## src/rtl/rgb_to_gray_axis_if.sv

```systemverilog
// AXI4-Stream video bundle used on both sides of the RGB-to-luma stage.
// Carries one pixel per beat, plus tlast (end of line) and tuser (start of frame).
interface rgb_to_gray_axis_if #(
  parameter int DATA_WIDTH = 24
);
  logic                  tvalid;
  logic                  tready;
  logic [DATA_WIDTH-1:0] tdata;
  logic                  tlast;
  logic                  tuser;

  modport master (
    output tvalid,
    output tdata,
    output tlast,
    output tuser,
    input  tready
  );

  modport slave (
    input  tvalid,
    input  tdata,
    input  tlast,
    input  tuser,
    output tready
  );
endinterface

```

## src/rtl/rgb_to_gray_axis.sv

```systemverilog
// RGB888 to BT.601 luma over AXI4-Stream. Three-stage pipeline; the Y value is replicated onto all bytes.
// A monitor on the input stream checks the frame structure and keeps sticky error flags and a frame counter.
module rgb_to_gray_axis #(
  parameter int IMAGE_WIDTH      = 640,
  parameter int IMAGE_HEIGHT     = 480,
  parameter int AXIS_TDATA_WIDTH = 24,
  parameter int COEF_R           = 77,
  parameter int COEF_G           = 150,
  parameter int COEF_B           = 29
) (
  input  logic                  aclk,
  input  logic                  aresetn,
  rgb_to_gray_axis_if.slave     s_axis,
  rgb_to_gray_axis_if.master    m_axis,
  input  logic                  bypass,
  input  logic                  clr_err,
  output logic                  err_line_len,
  output logic                  err_frame_len,
  output logic                  err_sof,
  output logic [15:0]           frame_count
);

  localparam int DW = AXIS_TDATA_WIDTH;
  localparam int XW = $clog2(IMAGE_WIDTH) + 1;
  localparam int YW = $clog2(IMAGE_HEIGHT) + 1;

  localparam logic [7:0]    CR     = 8'(COEF_R);
  localparam logic [7:0]    CG     = 8'(COEF_G);
  localparam logic [7:0]    CB     = 8'(COEF_B);
  localparam logic [XW-1:0] X_MAX  = XW'(IMAGE_WIDTH);
  localparam logic [XW-1:0] X_LAST = XW'(IMAGE_WIDTH - 1);
  localparam logic [YW-1:0] Y_MAX  = YW'(IMAGE_HEIGHT);

  if (AXIS_TDATA_WIDTH != 24) begin : g_bad_width
    $error("rgb_to_gray_axis supports only a 24-bit stream");
  end
  if (COEF_R + COEF_G + COEF_B != 256) begin : g_bad_coef
    $error("rgb_to_gray_axis weights must sum to 256");
  end

  // ---------------------------------------------------------------------------
  // Handshake: the whole pipeline moves together whenever the output slot is free
  // ---------------------------------------------------------------------------
  logic ce;
  logic accept;

  assign ce            = m_axis.tready || !m_axis.tvalid;
  assign s_axis.tready = ce;
  assign accept        = s_axis.tvalid && ce;

  // ---------------------------------------------------------------------------
  // Stage 1: weighted products plus sideband
  // ---------------------------------------------------------------------------
  logic          s1_valid;
  logic [15:0]   s1_pr, s1_pg, s1_pb;
  logic          s1_last, s1_user, s1_bypass;
  logic [DW-1:0] s1_raw;

  // NOTE: datapath registers are reset along with the valids so that a
  // mid-frame reset leaves nothing stale for the output stage to present.
  always_ff @(posedge aclk or negedge aresetn) begin
    if (!aresetn) begin
      s1_valid  <= 1'b0;
      s1_pr     <= '0;
      s1_pg     <= '0;
      s1_pb     <= '0;
      s1_last   <= 1'b0;
      s1_user   <= 1'b0;
      s1_bypass <= 1'b0;
      s1_raw    <= '0;
    end else if (ce) begin
      s1_valid <= s_axis.tvalid;
      if (s_axis.tvalid) begin
        s1_pr     <= 16'(CR) * 16'(s_axis.tdata[23:16]);
        s1_pg     <= 16'(CG) * 16'(s_axis.tdata[15:8]);
        s1_pb     <= 16'(CB) * 16'(s_axis.tdata[7:0]);
        s1_last   <= s_axis.tlast;
        s1_user   <= s_axis.tuser;
        s1_bypass <= bypass;
        s1_raw    <= s_axis.tdata;
      end
    end
  end

  // ---------------------------------------------------------------------------
  // Stage 2: rounded sum; weights total 256 so the top byte cannot overflow
  // ---------------------------------------------------------------------------
  logic [16:0]   sum;
  logic [8:0]    unused_sum_bits;
  logic          s2_valid;
  logic [7:0]    s2_y;
  logic          s2_last, s2_user, s2_bypass;
  logic [DW-1:0] s2_raw;

  assign sum             = 17'(s1_pr) + 17'(s1_pg) + 17'(s1_pb) + 17'd128;
  assign unused_sum_bits = {sum[16], sum[7:0]};

  always_ff @(posedge aclk or negedge aresetn) begin
    if (!aresetn) begin
      s2_valid  <= 1'b0;
      s2_y      <= '0;
      s2_last   <= 1'b0;
      s2_user   <= 1'b0;
      s2_bypass <= 1'b0;
      s2_raw    <= '0;
    end else if (ce) begin
      s2_valid <= s1_valid;
      if (s1_valid) begin
        s2_y      <= sum[15:8];
        s2_last   <= s1_last;
        s2_user   <= s1_user;
        s2_bypass <= s1_bypass;
        s2_raw    <= s1_raw;
      end
    end
  end

  // ---------------------------------------------------------------------------
  // Stage 3: output registers, held stable while the sink stalls
  // ---------------------------------------------------------------------------
  always_ff @(posedge aclk or negedge aresetn) begin
    if (!aresetn) begin
      m_axis.tvalid <= 1'b0;
      m_axis.tdata  <= '0;
      m_axis.tlast  <= 1'b0;
      m_axis.tuser  <= 1'b0;
    end else if (ce) begin
      m_axis.tvalid <= s2_valid;
      if (s2_valid) begin
        m_axis.tdata <= s2_bypass ? s2_raw : {3{s2_y}};
        m_axis.tlast <= s2_last;
        m_axis.tuser <= s2_user;
      end
    end
  end

  // ---------------------------------------------------------------------------
  // Frame-structure monitor on accepted input beats
  // ---------------------------------------------------------------------------
  logic [XW-1:0] x_cnt, x_base, x_nxt;
  logic [YW-1:0] y_cnt, y_base, y_nxt;
  logic          seen_frame;
  logic          line_evt, frame_evt, sof_evt;

  // NOTE: every signal assigned here gets a default first, so no path through
  // the block leaves a value unassigned and no latch is inferred.
  always_comb begin
    x_base    = s_axis.tuser ? '0 : x_cnt;
    y_base    = s_axis.tuser ? '0 : y_cnt;
    x_nxt     = x_cnt;
    y_nxt     = y_cnt;
    line_evt  = 1'b0;
    frame_evt = 1'b0;
    sof_evt   = 1'b0;
    if (accept) begin
      y_nxt = y_base;
      if (s_axis.tuser) begin
        sof_evt   = (x_cnt != '0);
        frame_evt = seen_frame && (y_cnt != Y_MAX);
      end
      if (s_axis.tlast) begin
        line_evt = (x_base != X_LAST);
        x_nxt    = '0;
        y_nxt    = (y_base == Y_MAX) ? y_base : y_base + 1'b1;
      end else begin
        x_nxt = (x_base == X_MAX) ? x_base : x_base + 1'b1;
      end
    end
  end

  // A clear coinciding with a fresh error leaves the flag set.
  always_ff @(posedge aclk or negedge aresetn) begin
    if (!aresetn) begin
      x_cnt         <= '0;
      y_cnt         <= '0;
      seen_frame    <= 1'b0;
      frame_count   <= '0;
      err_line_len  <= 1'b0;
      err_frame_len <= 1'b0;
      err_sof       <= 1'b0;
    end else begin
      x_cnt         <= x_nxt;
      y_cnt         <= y_nxt;
      err_line_len  <= (err_line_len  && !clr_err) || line_evt;
      err_frame_len <= (err_frame_len && !clr_err) || frame_evt;
      err_sof       <= (err_sof       && !clr_err) || sof_evt;
      if (accept && s_axis.tuser) begin
        seen_frame  <= 1'b1;
        frame_count <= frame_count + 16'd1;
      end
    end
  end

endmodule

```

## src/flat_wrapper.sv

```systemverilog
// flat-port wrapper written by rule: the top's interface ports become plain ports
module rgb_to_gray_axis_flat 
#(
  parameter int IMAGE_WIDTH      = 640,
  parameter int IMAGE_HEIGHT     = 480,
  parameter int AXIS_TDATA_WIDTH = 24,
  parameter int COEF_R           = 77,
  parameter int COEF_G           = 150,
  parameter int COEF_B           = 29
)
  (aclk, aresetn, bypass, clr_err, err_line_len, err_frame_len, err_sof, frame_count, s_axis_tvalid, s_axis_tdata, s_axis_tlast, s_axis_tuser, s_axis_tready, m_axis_tvalid, m_axis_tdata, m_axis_tlast, m_axis_tuser, m_axis_tready);
  rgb_to_gray_axis_if #(.DATA_WIDTH(24)) s_axis_i ();
  rgb_to_gray_axis_if #(.DATA_WIDTH(24)) m_axis_i ();
  input  logic aclk;
  input  logic aresetn;
  input  logic bypass;
  input  logic clr_err;
  output logic err_line_len;
  output logic err_frame_len;
  output logic err_sof;
  output logic [15:0] frame_count;
  input wire logic [$bits(s_axis_i.tvalid)-1:0] s_axis_tvalid;
  input wire logic [$bits(s_axis_i.tdata)-1:0] s_axis_tdata;
  input wire logic [$bits(s_axis_i.tlast)-1:0] s_axis_tlast;
  input wire logic [$bits(s_axis_i.tuser)-1:0] s_axis_tuser;
  output wire logic [$bits(s_axis_i.tready)-1:0] s_axis_tready;
  output wire logic [$bits(m_axis_i.tvalid)-1:0] m_axis_tvalid;
  output wire logic [$bits(m_axis_i.tdata)-1:0] m_axis_tdata;
  output wire logic [$bits(m_axis_i.tlast)-1:0] m_axis_tlast;
  output wire logic [$bits(m_axis_i.tuser)-1:0] m_axis_tuser;
  input wire logic [$bits(m_axis_i.tready)-1:0] m_axis_tready;
  assign s_axis_i.tvalid = s_axis_tvalid;
  assign s_axis_i.tdata = s_axis_tdata;
  assign s_axis_i.tlast = s_axis_tlast;
  assign s_axis_i.tuser = s_axis_tuser;
  assign s_axis_tready = s_axis_i.tready;
  assign m_axis_tvalid = m_axis_i.tvalid;
  assign m_axis_tdata = m_axis_i.tdata;
  assign m_axis_tlast = m_axis_i.tlast;
  assign m_axis_tuser = m_axis_i.tuser;
  assign m_axis_i.tready = m_axis_tready;
  rgb_to_gray_axis #(.IMAGE_WIDTH(IMAGE_WIDTH), .IMAGE_HEIGHT(IMAGE_HEIGHT), .AXIS_TDATA_WIDTH(AXIS_TDATA_WIDTH), .COEF_R(COEF_R), .COEF_G(COEF_G), .COEF_B(COEF_B)) u_core (.aclk(aclk), .aresetn(aresetn), .s_axis(s_axis_i), .m_axis(m_axis_i), .bypass(bypass), .clr_err(clr_err), .err_line_len(err_line_len), .err_frame_len(err_frame_len), .err_sof(err_sof), .frame_count(frame_count));
endmodule
```

## config.mk

```make
export PLATFORM = sky130hd
export DESIGN_NAME = rgb_to_gray_axis_flat
export DESIGN_NICKNAME = d
export VERILOG_FILES = /design/src/rtl/rgb_to_gray_axis_if.sv /design/src/rtl/rgb_to_gray_axis.sv /design/src/flat_wrapper.sv
export SDC_FILE = /design/constraint.sdc
export NUM_CORES = 1
export LEC_CHECK = 0
export ABC_AREA = 0
export CAP_MARGIN = 5
export CORE_ASPECT_RATIO = 2
export CORE_MARGIN = 2
export CORE_UTILIZATION = 64
export CTS_BUF_LIST = sky130_fd_sc_hd__clkbuf_4 sky130_fd_sc_hd__clkbuf_8 sky130_fd_sc_hd__clkbuf_16
export CTS_CLUSTER_SIZE = 40
export DETAILED_ROUTE_END_ITERATION = 10
export PLACE_DENSITY_LB_ADDON = 0.05
export SYNTH_ARGS = -nofsm -noshare
export SYNTH_HDL_FRONTEND = slang
export SYNTH_SLANG_ARGS = --single-unit
export TNS_END_PERCENT = 1
```

## constraint.sdc

```tcl
create_clock -name aclk -period 8.5 [get_ports aclk]
set_clock_uncertainty 0.1 [all_clocks]
set_input_delay 1.7 -clock aclk [delete_from_list [all_inputs] [get_ports aclk]]
set_output_delay 1.7 -clock aclk [all_outputs]
set_load 0.02 [all_outputs]
```

==> metrics.yaml, run 1 <==
logic_synthesis:
  number_of_synthesized_flops_with_an_enable_pin: 0
  syn-cell-area_mm2: 0.01071
  synth_top_area_share: 0.3971
  synthTopCellsByArea: "sky130_fd_sc_hd__dfrtp_1, sky130_fd_sc_hd__ha_1, sky130_fd_sc_hd__fa_1"
  postSynthCellCount: 1102
  yosysSeqAreaShare: 0.3971
  ys_ff_latch: 170
  largest_area_contributor_in_the_synthesized_netlist: "sky130_fd_sc_hd__dfrtp_1"
  asyncSetResetFlopFracSynth: 1.000
  synth.yosys.warnings: 0
  postSynthAreaPerCell_um2: 9.722
  synth-main-ff-cell: "sky130_fd_sc_hd__dfrtp_1"
  synth_nets: 1302
  synthDistinctLibCells: 58
floorplan:
  die_y_um: 187.0
  die_extent_in_x_um: 95.49
  placement_rows: 67
  initial_core_util: 0.6455
  core_area_mm2: 0.01660
  floorplan.die_area_mm2: 0.01785
  design.portCount: 79
global_routing:
  grt_pass1_wl_um: 37460
  first_global_vias: 7939
  grt_antenna_before_repair: 0
  pin_count_of_the_biggest_net_entering_global_routing: 98
  globalRouteOverflowTotal: 0
  grt_use_total: 0.2704
timing:
  grt_setup_unrepaired: "false"
  period_needed_ps: 5310
  finalSetupViolCount: 0
  maxClockFrequency_mhz: 188.3
  slew_headroom: 0.2891
  hold_viol_final: 0
  finalSetupTns_ps: 0
  finalCritPeriodShare: 0.6248
  timing_worst_slew_pin_value_ps: 1066
  drv_slew: 0
final_layout:
  proportion_of_layout_cells_with_a_drive_suffix_above_1: 0.06712
  layout-area-overhead-vs-synth_pct: 14.15
  mostFrequentLayoutCell: "sky130_fd_sc_hd__dfrtp_1"
  antennaDiodeCount: 0
  post-route-cell-area_mm2: 0.01223
  most-common-layout-cells: "sky130_fd_sc_hd__dfrtp_1, sky130_fd_sc_hd__nand2_1, sky130_fd_sc_hd__ha_1"
  final_net_count: 1364
setup_path:
  crit_path_cells: "clkdlybuf4s50_1 > ha_1 > ha_1 > inv_1 > fa_1 > fa_1 > inv_1 > ha_1 > o21a_1 > o21a_1 > a221oi_1 > a21oi_1 > xnor2_1 > o21ai_0"
  sort_of_element_at_the_end_of_the_critical_path: "register"
  crit_path_max_fanout: 5
  worst_r2r_endpoint: "u_core.s2_y[7]$_DFFE_PN0P_"
  cp-start-kind: "input pin"
  setup.reg_to_reg.worst_slack_ps: 5080
  timing.critical_path.slowest_stage_cell: "sky130_fd_sc_hd__clkdlybuf4s50_1"
  critical-path-max-stage-delay_ps: 510
  critical_path_class: "input pin to register"
  timing.critical_path.required_ps: 8690
  number_of_cells_traversed_by_the_worst_register_to_register_path: 11
  cpMostUsedCell: "sky130_fd_sc_hd__ha_1"
  critical_path.reg2reg.startpoint: "u_core.s1_pb[4]$_DFFE_PN0P_"
  arrival_ps: 5500
route:
  wl_met1_um: 9258
  highest-signal-layer: "met4"
  detail_route.first_pass.iterations: 5
  met3_length_um: 685
  wire_per_inst_um: 16.16
  avgViaCountPerCell: 5.684
  via_count: 7867
  wl_um: 22370
  postRouteAntennaNets: 0
  drt_iter0_drc: 398
  detail_route.drc_violations: 0
  routed-wl-met2_um: 11530
cts:
  cts.root.buffer_cell: "sky130_fd_sc_hd__clkbuf_16"
  cts-buffers-inserted: 17
  cts.sinks: 170
  cts_post_setup_buffers_inserted: 0
  clkSlewWorstSetupHoldPaths_ps: 70
  post_cts_hold_buffer_count: 0
  post_cts.resized_instances: 0
  clock_insertion_delay_worst_skew_ps: 440
  tritoncts: "done"
  clk_path_buf_depth: 2
  ctsHtreeMaxLevel: 4
run_status:
  run_status: "finished, final reports clean"
placement:
  io_buffers: 78
  place.gp.congestion: 0.8801
  place_area_mm2: 0.01163
  hpwlAfterDp_um: 17060
hold_path:
  worstHoldPathCells: 1
  holdCritStartpoint: "u_core.frame_count[15]$_DFFE_PN0P_"
  worst_hold_path_type: "register to register"
  timing.hold.worst_endpoint: "u_core.frame_count[15]$_DFFE_PN0P_"
flow_run:
  max_cap_violations: 0
power:
  cellLeakagePower_nw: 5.939
  cellPowerDensity_mw_per_mm2: 340.1
  irDropWorstVdd_v: 0.0001821
## routing by layer
metal	track usage	vias up
li1	-	3838
met1	0.3376	3821
met2	0.4545	160
met3	0.03908	48
met4	0.1275	0
met5	0	-
## cell type report
type | count | area, um2
Sequential cell | 170 | 4254
Multi-Input combinational cell | 765 | 5827
Inverter | 128 | 480.5
Tap cell | 207 | 259.0
Clock inverter | 15 | 172.7
Clock buffer | 17 | 425.4
Timing Repair Buffer | 82 | 812.0
Fill cell | 1246 | 4368
## critical path, delay by kind of cell
| kind | cells | cell delay, ps |
|---|---|---|
| AO/OA/AOI/OAI | 5 | 1060 |
| buffers and inverters | 3 | 610 |
| XOR/XNOR | 1 | 150 |
| adder cells (fa/ha/maj) | 5 | 1970 |
## synthesized netlist by cell type, drive strengths merged (8+ instances only)
| cell | count |
|---|---|
| a21o | 8 |
| a21oi | 74 |
| and3 | 9 |
| clkbuf | 36 |
| dfrtp | 170 |
| fa | 38 |
| ha | 130 |
| inv | 128 |
| mux2 | 30 |
| nand2 | 144 |
| nand3 | 19 |
| nand4 | 8 |
| nor2 | 45 |
| nor2b | 16 |
| nor3 | 13 |
| o21a | 9 |
| o21ai | 89 |
| o31ai | 8 |
| xnor2 | 31 |
| xor2 | 22 |
## worst max path at each step
stage	slack (ps)	from	cells after the start	to
floorplan	3530	s_axis_tdata[20]	12	u_core.s1_pr[13]$_DFFE_PN0P_
global placement	2860	s_axis_tdata[21]	13	u_core.s1_pr[13]$_DFFE_PN0P_
detailed placement	2710	s_axis_tdata[12]	14	u_core.s1_pg[14]$_DFFE_PN0P_
CTS	3170	s_axis_tdata[12]	14	u_core.s1_pg[14]$_DFFE_PN0P_
global route	2940	s_axis_tdata[12]	14	u_core.s1_pg[13]$_DFFE_PN0P_
finish	3190	s_axis_tdata[12]	14	u_core.s1_pg[14]$_DFFE_PN0P_
## cells by family (layout without fill, tap and decap cells)
group                      count (synthesis)  after routing  share of synthesized area
buffers and inverters                    167            242                    0.05932
and+or+nand+nor                          289            289                     0.1248
xor gates and xnor gates                  53             53                    0.04333
adders and majority gates                168            168                     0.2228
AOI/OAI and AO/OA                        224            224                     0.1202
DFF                                      170            170                     0.3971
muxes                                     31             31                    0.03246
## registers in the layout, summed over array words and instances, names as in the netlist, 8 cells and up
name                 flops
u_core.s2_y              8
u_core.frame_count      16
u_core.x_cnt            11
u_core.y_cnt            10
u_core.s1_pb            11
u_core.s1_pg            14
u_core.s2_raw           24
u_core.s1_raw           24
u_core.s1_pr            13
u_core.m_axis.tdata     24
## power by group
part	switching (mW)	internal [mW]	total, mW
logic	1.19	0.920	2.11
registers	0.192	1.09	1.28
clock network	0.371	0.397	0.769
## per-stage QoR
step / power [mW] / util / instances / setup WS (ps) / hold slack [ps]
after floorplan: 2.746 / - / 1102 / 3532 / 328.1
after global placement: 3.352 / 0.7008 / 1352 / 2859 / 339.9
after detailed placement: 3.418 / 0.7008 / 1352 / 2709 / 357.6
after CTS: 4.201 / 0.7368 / 1384 / 3169 / 373.1
after global routing: 4.532 / 0.7368 / 1384 / 2935 / 384.3
final: 4.159 / 0.7368 / 1384 / 3190 / 368.1
Power figures use the tool's default switching activity.
==> inputs of run 2 (changes only) <==
--- a/config.mk
+++ b/config.mk
@@ -9,7 +9,7 @@
 export CAP_MARGIN = 5
 export CORE_ASPECT_RATIO = 2
 export CORE_MARGIN = 2
-export CORE_UTILIZATION = 64
+export CORE_UTILIZATION = 60
 export CTS_BUF_LIST = sky130_fd_sc_hd__clkbuf_4 sky130_fd_sc_hd__clkbuf_8 sky130_fd_sc_hd__clkbuf_16
 export CTS_CLUSTER_SIZE = 40
 export DETAILED_ROUTE_END_ITERATION = 10
==> constraint.sdc (replaced) <==
create_clock -name aclk -period 5 [get_ports aclk]
set_clock_uncertainty 0.1 [all_clocks]
set_input_delay 1 -clock aclk [delete_from_list [all_inputs] [get_ports aclk]]
set_output_delay 1 -clock aclk [all_outputs]
set_load 0.02 [all_outputs]
==> metrics.yaml, run 2 (synthesis results as in run 1) <==
hold_path:
  worst_hold_path_type: "register to register"
  holdCritStartpoint: "u_core.s2_valid$_DFFE_PN0N_"
timing:
  slew_headroom: 0.3412
  period_needed_ps: 4544
  hold_viol_final: 0
  timing_worst_slew_pin_value_ps: 988.2
  grt_setup_unrepaired: "false"
  finalSetupViolCount: 0
  finalCritPeriodShare: 0.9089
  finalSetupTns_ps: 0
  maxClockFrequency_mhz: 220.1
  drv_slew: 0
  fin_hold_ws_ps: 371.9
global_routing:
  grt_pass1_wl_um: 38180
  first_global_vias: 7807
  grt_use_total: 0.2544
  globalRouteOverflowTotal: 0
  grt_antenna_before_repair: 0
  pin_count_of_the_biggest_net_entering_global_routing: 93
cts:
  cts.root.buffer_cell: "sky130_fd_sc_hd__clkbuf_16"
  clk_path_buf_depth: 2
  cts-buffers-inserted: 17
  cts.sinks: 170
  clkSlewWorstSetupHoldPaths_ps: 70
  clock_insertion_delay_worst_skew_ps: 430
  post_cts_hold_buffer_count: 0
  ctsHtreeMaxLevel: 4
  post_cts.resized_instances: 0
  cts_post_setup_buffers_inserted: 0
  tritoncts: "done"
floorplan:
  placement_rows: 69
  floorplan.die_area_mm2: 0.01901
  design.portCount: 79
  core_area_mm2: 0.01761
  initial_core_util: 0.6083
  die_y_um: 193.0
  die_extent_in_x_um: 98.49
final_layout:
  finish.utilization: 0.7007
  most-common-layout-cells: "sky130_fd_sc_hd__dfrtp_1, sky130_fd_sc_hd__nand2_1, sky130_fd_sc_hd__ha_1"
  filler_cell_count: 1393
  final_net_count: 1375
  mostFrequentLayoutCell: "sky130_fd_sc_hd__dfrtp_1"
  proportion_of_layout_cells_with_a_drive_suffix_above_1: 0.07660
  antennaDiodeCount: 0
  layout-area-overhead-vs-synth_pct: 15.18
  fin_cells: 1401
  top_regs: "u_core.m_axis.tdata x24, u_core.s1_raw x24, u_core.s2_raw x24"
  post-route-cell-area_mm2: 0.01234
setup_path:
  arrival_ps: 4730
  timing.critical_path.required_ps: 5190
  timing.critical_path.slowest_stage_cell: "sky130_fd_sc_hd__fa_1"
  critical_path.reg2reg.startpoint: "u_core.s1_pb[4]$_DFFE_PN0P_"
  critical_path_class: "input pin to register"
  setup.reg_to_reg.worst_slack_ps: 1600
  critical-path-max-stage-delay_ps: 510
  critical_path_buf_inv_count: 3
  cpMostUsedCell: "sky130_fd_sc_hd__ha_1"
  timing.critical_path.from: "s_axis_tdata[12]"
  cp-start-kind: "input pin"
  sort_of_element_at_the_end_of_the_critical_path: "register"
  crit_path_max_fanout: 3
  crit_path_cells: "clkdlybuf4s50_1 > ha_1 > ha_1 > inv_1 > fa_1 > fa_1 > inv_1 > ha_1 > a211oi_1 > o21ai_0 > a311o_1 > a21oi_1 > xor2_1 > o21ai_0"
  critical-path-top-delay-family: "adder cells"
route:
  detail_route.drc_violations: 0
  drt_iter0_drc: 350
  detail_route.first_pass.iterations: 5
  wl_um: 23010
  wire_per_inst_um: 16.42
  via_count: 7839
  postRouteAntennaNets: 0
  avgViaCountPerCell: 5.595
run_status:
  run_status: "finished, final reports clean"
placement:
  place.gp.congestion: 0.8623
  io_buffers: 78
  number_of_placed_instances_with_taps_included: 1369
  place_area_mm2: 0.01175
  hpwlAfterDp_um: 17720
flow_run:
  max_cap_violations: 0
power:
  cellLeakagePower_nw: 5.995
  irDropWorstVdd_v: 0.0004459
  cellPowerDensity_mw_per_mm2: 576.8
## run 2: cell count changes in the layout (fill, tap and decap cells not counted), sizes merged
cell / delta
clkinvlp: +1
inv: -4
clkbuf: +1
buf: +11
clkinv: +2
## run 2: power breakdown
group          total [mW]  internal (mW)  leakage (nW)  switching [mW]
Sequential           2.19           1.85          2.11           0.331
Clock                1.30          0.680         0.283           0.616
Combinational        3.64           1.58          3.60            2.06
Total                7.12           4.11          6.00            3.00
## run 2: layer usage
metal,part of all wire,global-route usage,vias up
li1,-,-,3854
met1,0.42,0.3156,3819
met2,0.54,0.4605,137
met3,0.027,0.02956,29
met4,0.021,0.08483,0
met5,0,0,-
## run 2: through the flow
stage | power (mW) | setup slack [ps]
CTS | 7.181 | 492.1
finish | 7.118 | 455.6
detailed placement | 5.830 | 85.11
global placement | 5.736 | 194.9
global route | 7.739 | 264.4
floorplan | 4.668 | 731.8
## run 2: path summary, 6_finish.rpt
path / to / depth (start not counted)
max in group asynchronous: u_core.m_axis.tdata[15]$_DFFE_PN0P_ / 2
max: u_core.s1_pg[13]$_DFFE_PN0P_ / 14
min: u_core.m_axis.tvalid$_DFFE_PN0N_ / 2
max reg2reg: u_core.s2_y[7]$_DFFE_PN0P_ / 11
min reg2reg: u_core.m_axis.tvalid$_DFFE_PN0N_ / 2
min in group asynchronous: u_core.frame_count[9]$_DFFE_PN0P_ / 1
## run 2: worst reg2reg max path, stage by stage, from the launching register on
cell and delay [ps]:
sky130_fd_sc_hd__dfrtp_1 360, sky130_fd_sc_hd__inv_1 60, sky130_fd_sc_hd__fa_1 530, sky130_fd_sc_hd__inv_1 40, sky130_fd_sc_hd__ha_1 290, sky130_fd_sc_hd__ha_1 320, sky130_fd_sc_hd__a21oi_1 200, sky130_fd_sc_hd__o21ai_0 210
sky130_fd_sc_hd__a2111oi_0 650, sky130_fd_sc_hd__o31ai_1 160, sky130_fd_sc_hd__xnor2_1 230, sky130_fd_sc_hd__o21ai_0 100
## run 2: final cells by class
class	instances	area [um2]	area share
Sequential cell	170	4254	0.3447
Tap cell	213	266.5	0.02160
Inverter	128	480.5	0.03893
Clock inverter	14	152.6	0.01237
Multi-Input combinational cell	765	5828	0.4723
Clock buffer	18	439.2	0.03559
Timing Repair Buffer	93	919.6	0.07452
==> inputs of run 3 (changes only) <==
--- a/config.mk
+++ b/config.mk
@@ -8,7 +8,7 @@
 export ABC_AREA = 0
 export CAP_MARGIN = 5
 export CORE_ASPECT_RATIO = 2
-export CORE_MARGIN = 2
+export CORE_MARGIN = 8
 export CORE_UTILIZATION = 60
 export CTS_BUF_LIST = sky130_fd_sc_hd__clkbuf_4 sky130_fd_sc_hd__clkbuf_8 sky130_fd_sc_hd__clkbuf_16
 export CTS_CLUSTER_SIZE = 40
==> constraint.sdc (replaced) <==
create_clock -name aclk -period 4.8 [get_ports aclk]
set_clock_uncertainty 0.1 [all_clocks]
set_input_delay 0.96 -clock aclk [delete_from_list [all_inputs] [get_ports aclk]]
set_output_delay 0.96 -clock aclk [all_outputs]
set_load 0.02 [all_outputs]
==> metrics.yaml, run 3 (synthesis results as in run 1) <==
timing:
  slew_headroom: 0.3372
  finalSetupTns_ps: 0
  grt_setup_unrepaired: "false"
  hold_viol_final: 0
  fin_hold_ws_ps: 372.5
  period_needed_ps: 4434
  finalCritPeriodShare: 0.9238
  maxClockFrequency_mhz: 225.5
  layout_setup_ws_ps: 365.7
  timing_worst_slew_pin_value_ps: 994.2
  finalSetupViolCount: 0
  drv_slew: 0
power:
  cellLeakagePower_nw: 6.039
  final_power_mw: 7.445
  irDropWorstVdd_v: 0.0003267
  cellPowerDensity_mw_per_mm2: 600.0
final_layout:
  post-route-cell-area_mm2: 0.01241
  final_net_count: 1383
  proportion_of_layout_cells_with_a_drive_suffix_above_1: 0.08278
  filler_cell_count: 1414
  antennaDiodeCount: 0
  layout-area-overhead-vs-synth_pct: 15.80
  finish.utilization: 0.7045
  multiInputGateArea_mm2: 0.005828
  top_regs: "u_core.m_axis.tdata x24, u_core.s1_raw x24, u_core.s2_raw x24"
  fin_cells: 1409
  mostFrequentLayoutCell: "sky130_fd_sc_hd__dfrtp_1"
  most-common-layout-cells: "sky130_fd_sc_hd__dfrtp_1, sky130_fd_sc_hd__nand2_1, sky130_fd_sc_hd__ha_1"
  sequential_cell_area_in_the_final_layout_mm2: 0.004254
global_routing:
  grt_use_total: 0.2115
  grt_antenna_before_repair: 0
  grt_pass1_wl_um: 39140
  globalRouteOverflowTotal: 0
  pin_count_of_the_biggest_net_entering_global_routing: 102
  first_global_vias: 8107
placement:
  hpwlAfterDp_um: 17740
  number_of_placed_instances_with_taps_included: 1377
  io_buffers: 78
  place.gp.congestion: 0.9073
  place_area_mm2: 0.01181
  dpl_worst_slack_ps: -59.90
cts:
  post_cts.resized_instances: 0
  ctsHtreeMaxLevel: 4
  tritoncts: "done"
  cts-buffers-inserted: 17
  clk_path_buf_depth: 2
  clock_insertion_delay_worst_skew_ps: 430
  post_cts_hold_buffer_count: 0
  cts.root.buffer_cell: "sky130_fd_sc_hd__clkbuf_16"
  cts_post_setup_buffers_inserted: 0
  clkSlewWorstSetupHoldPaths_ps: 70
  cts.sinks: 170
setup_path:
  timing.critical_path.slowest_stage_cell: "sky130_fd_sc_hd__fa_1"
  worstSetupPathDepth: 14
  timing.critical_path.from: "s_axis_tdata[12]"
  setup.reg_to_reg.worst_slack_ps: 1270
  cpMostUsedCell: "sky130_fd_sc_hd__ha_1"
  arrival_ps: 4640
  timing.critical_path.required_ps: 5010
  crit_path_max_fanout: 3
  number_of_cells_traversed_by_the_worst_register_to_register_path: 11
  critical_path.reg2reg.startpoint: "u_core.s1_pb[4]$_DFFE_PN0P_"
  critical-path-max-stage-delay_ps: 510
  cp-start-kind: "input pin"
  critical_path_class: "input pin to register"
  worst_r2r_endpoint: "u_core.s2_y[7]$_DFFE_PN0P_"
  critical_path_buf_inv_count: 3
  critical-path-top-delay-family: "adder cells"
  endpoint: "u_core.s1_pg[13]$_DFFE_PN0P_"
  sort_of_element_at_the_end_of_the_critical_path: "register"
  crit_path_cells: "clkdlybuf4s50_1 > ha_1 > ha_1 > inv_1 > fa_1 > fa_1 > inv_1 > ha_1 > a211oi_1 > o21ai_0 > a311o_1 > a21oi_1 > xor2_1 > o21ai_0"
floorplan:
  core_area_mm2: 0.01761
  floorplan.die_area_mm2: 0.02265
  placement_rows: 69
  initial_core_util: 0.6083
  die_y_um: 205.0
  die_extent_in_x_um: 110.5
  design.portCount: 79
flow_run:
  max_cap_violations: 0
route:
  avgViaCountPerCell: 5.529
  postRouteAntennaNets: 0
  via_count: 7790
  detail_route.drc_violations: 0
  wl_um: 22940
  wire_per_inst_um: 16.28
  detail_route.first_pass.iterations: 4
  drt_iter0_drc: 331
run_status:
  run_status: "finished, final reports clean"
hold_path:
  worst_hold_path_type: "register to register"
==> run 3: cell count changes in the layout (fill, tap and decap cells not counted), sizes merged <==
cell,change
inv,+3
clkbuf,-1
buf,+8
clkinvlp,-1
clkinv,-1
==> run 3: worst reg2reg max path, delay by kind of cell, from the launching register on <==
family | cells | cell delay (ps)
AOI/OAI and AO/OA | 5 | 1390
xor gates and xnor gates | 1 | 310
buffers and inverters | 2 | 110
DFF | 1 | 340
adders and majority gates | 3 | 1140
==> run 3: cell type report <==
class                   count  area share
multi-input cells         765      0.4697
flip-flops and latches    170      0.3429
repair buffers            101     0.07896
inverters                 128     0.03873
clock buffers              17     0.03429
well taps                 213     0.02148
clock inverters            15     0.01392
==> run 3: how the worst min path moves through the flow <==
| stage | end | depth (start not counted) | slack [ps] | startpoint |
|---|---|---|---|---|
| 3_5_place_dp | u_core.seen_frame$_DFFE_PN0P_ | 1 | 360 | u_core.seen_frame$_DFFE_PN0P_ |
| 4_1_cts | u_core.seen_frame$_DFFE_PN0P_ | 1 | 370 | u_core.seen_frame$_DFFE_PN0P_ |
| 2_1_floorplan | u_core.m_axis.tvalid$_DFFE_PN0N_ | 2 | 330 | u_core.s2_valid$_DFFE_PN0N_ |
| 5_1_grt | u_core.seen_frame$_DFFE_PN0P_ | 1 | 400 | u_core.seen_frame$_DFFE_PN0P_ |
| 6_report | u_core.seen_frame$_DFFE_PN0P_ | 1 | 370 | u_core.seen_frame$_DFFE_PN0P_ |
| 3_3_place_gp | u_core.m_axis.tvalid$_DFFE_PN0N_ | 2 | 340 | u_core.s2_valid$_DFFE_PN0N_ |
==> run 3: per-layer routing <==
layer  vias to the layer above  track usage  share of wire
li1                       3875            -              -
met1                      3748       0.2473           0.41
met2                       137       0.3823           0.53
met3                        30      0.02756          0.028
met4                         0      0.08208          0.024
met5                         -            0              0
==> run 3: report_power, final <==
| group | internal [mW] | total (mW) | leakage [nW] | switching (mW) |
|---|---|---|---|---|
| Combinational | 1.66 | 3.81 | 3.64 | 2.15 |
| Sequential | 1.93 | 2.28 | 2.11 | 0.349 |
| Clock | 0.705 | 1.35 | 0.290 | 0.649 |
| Total | 4.29 | 7.44 | 6.04 | 3.15 |
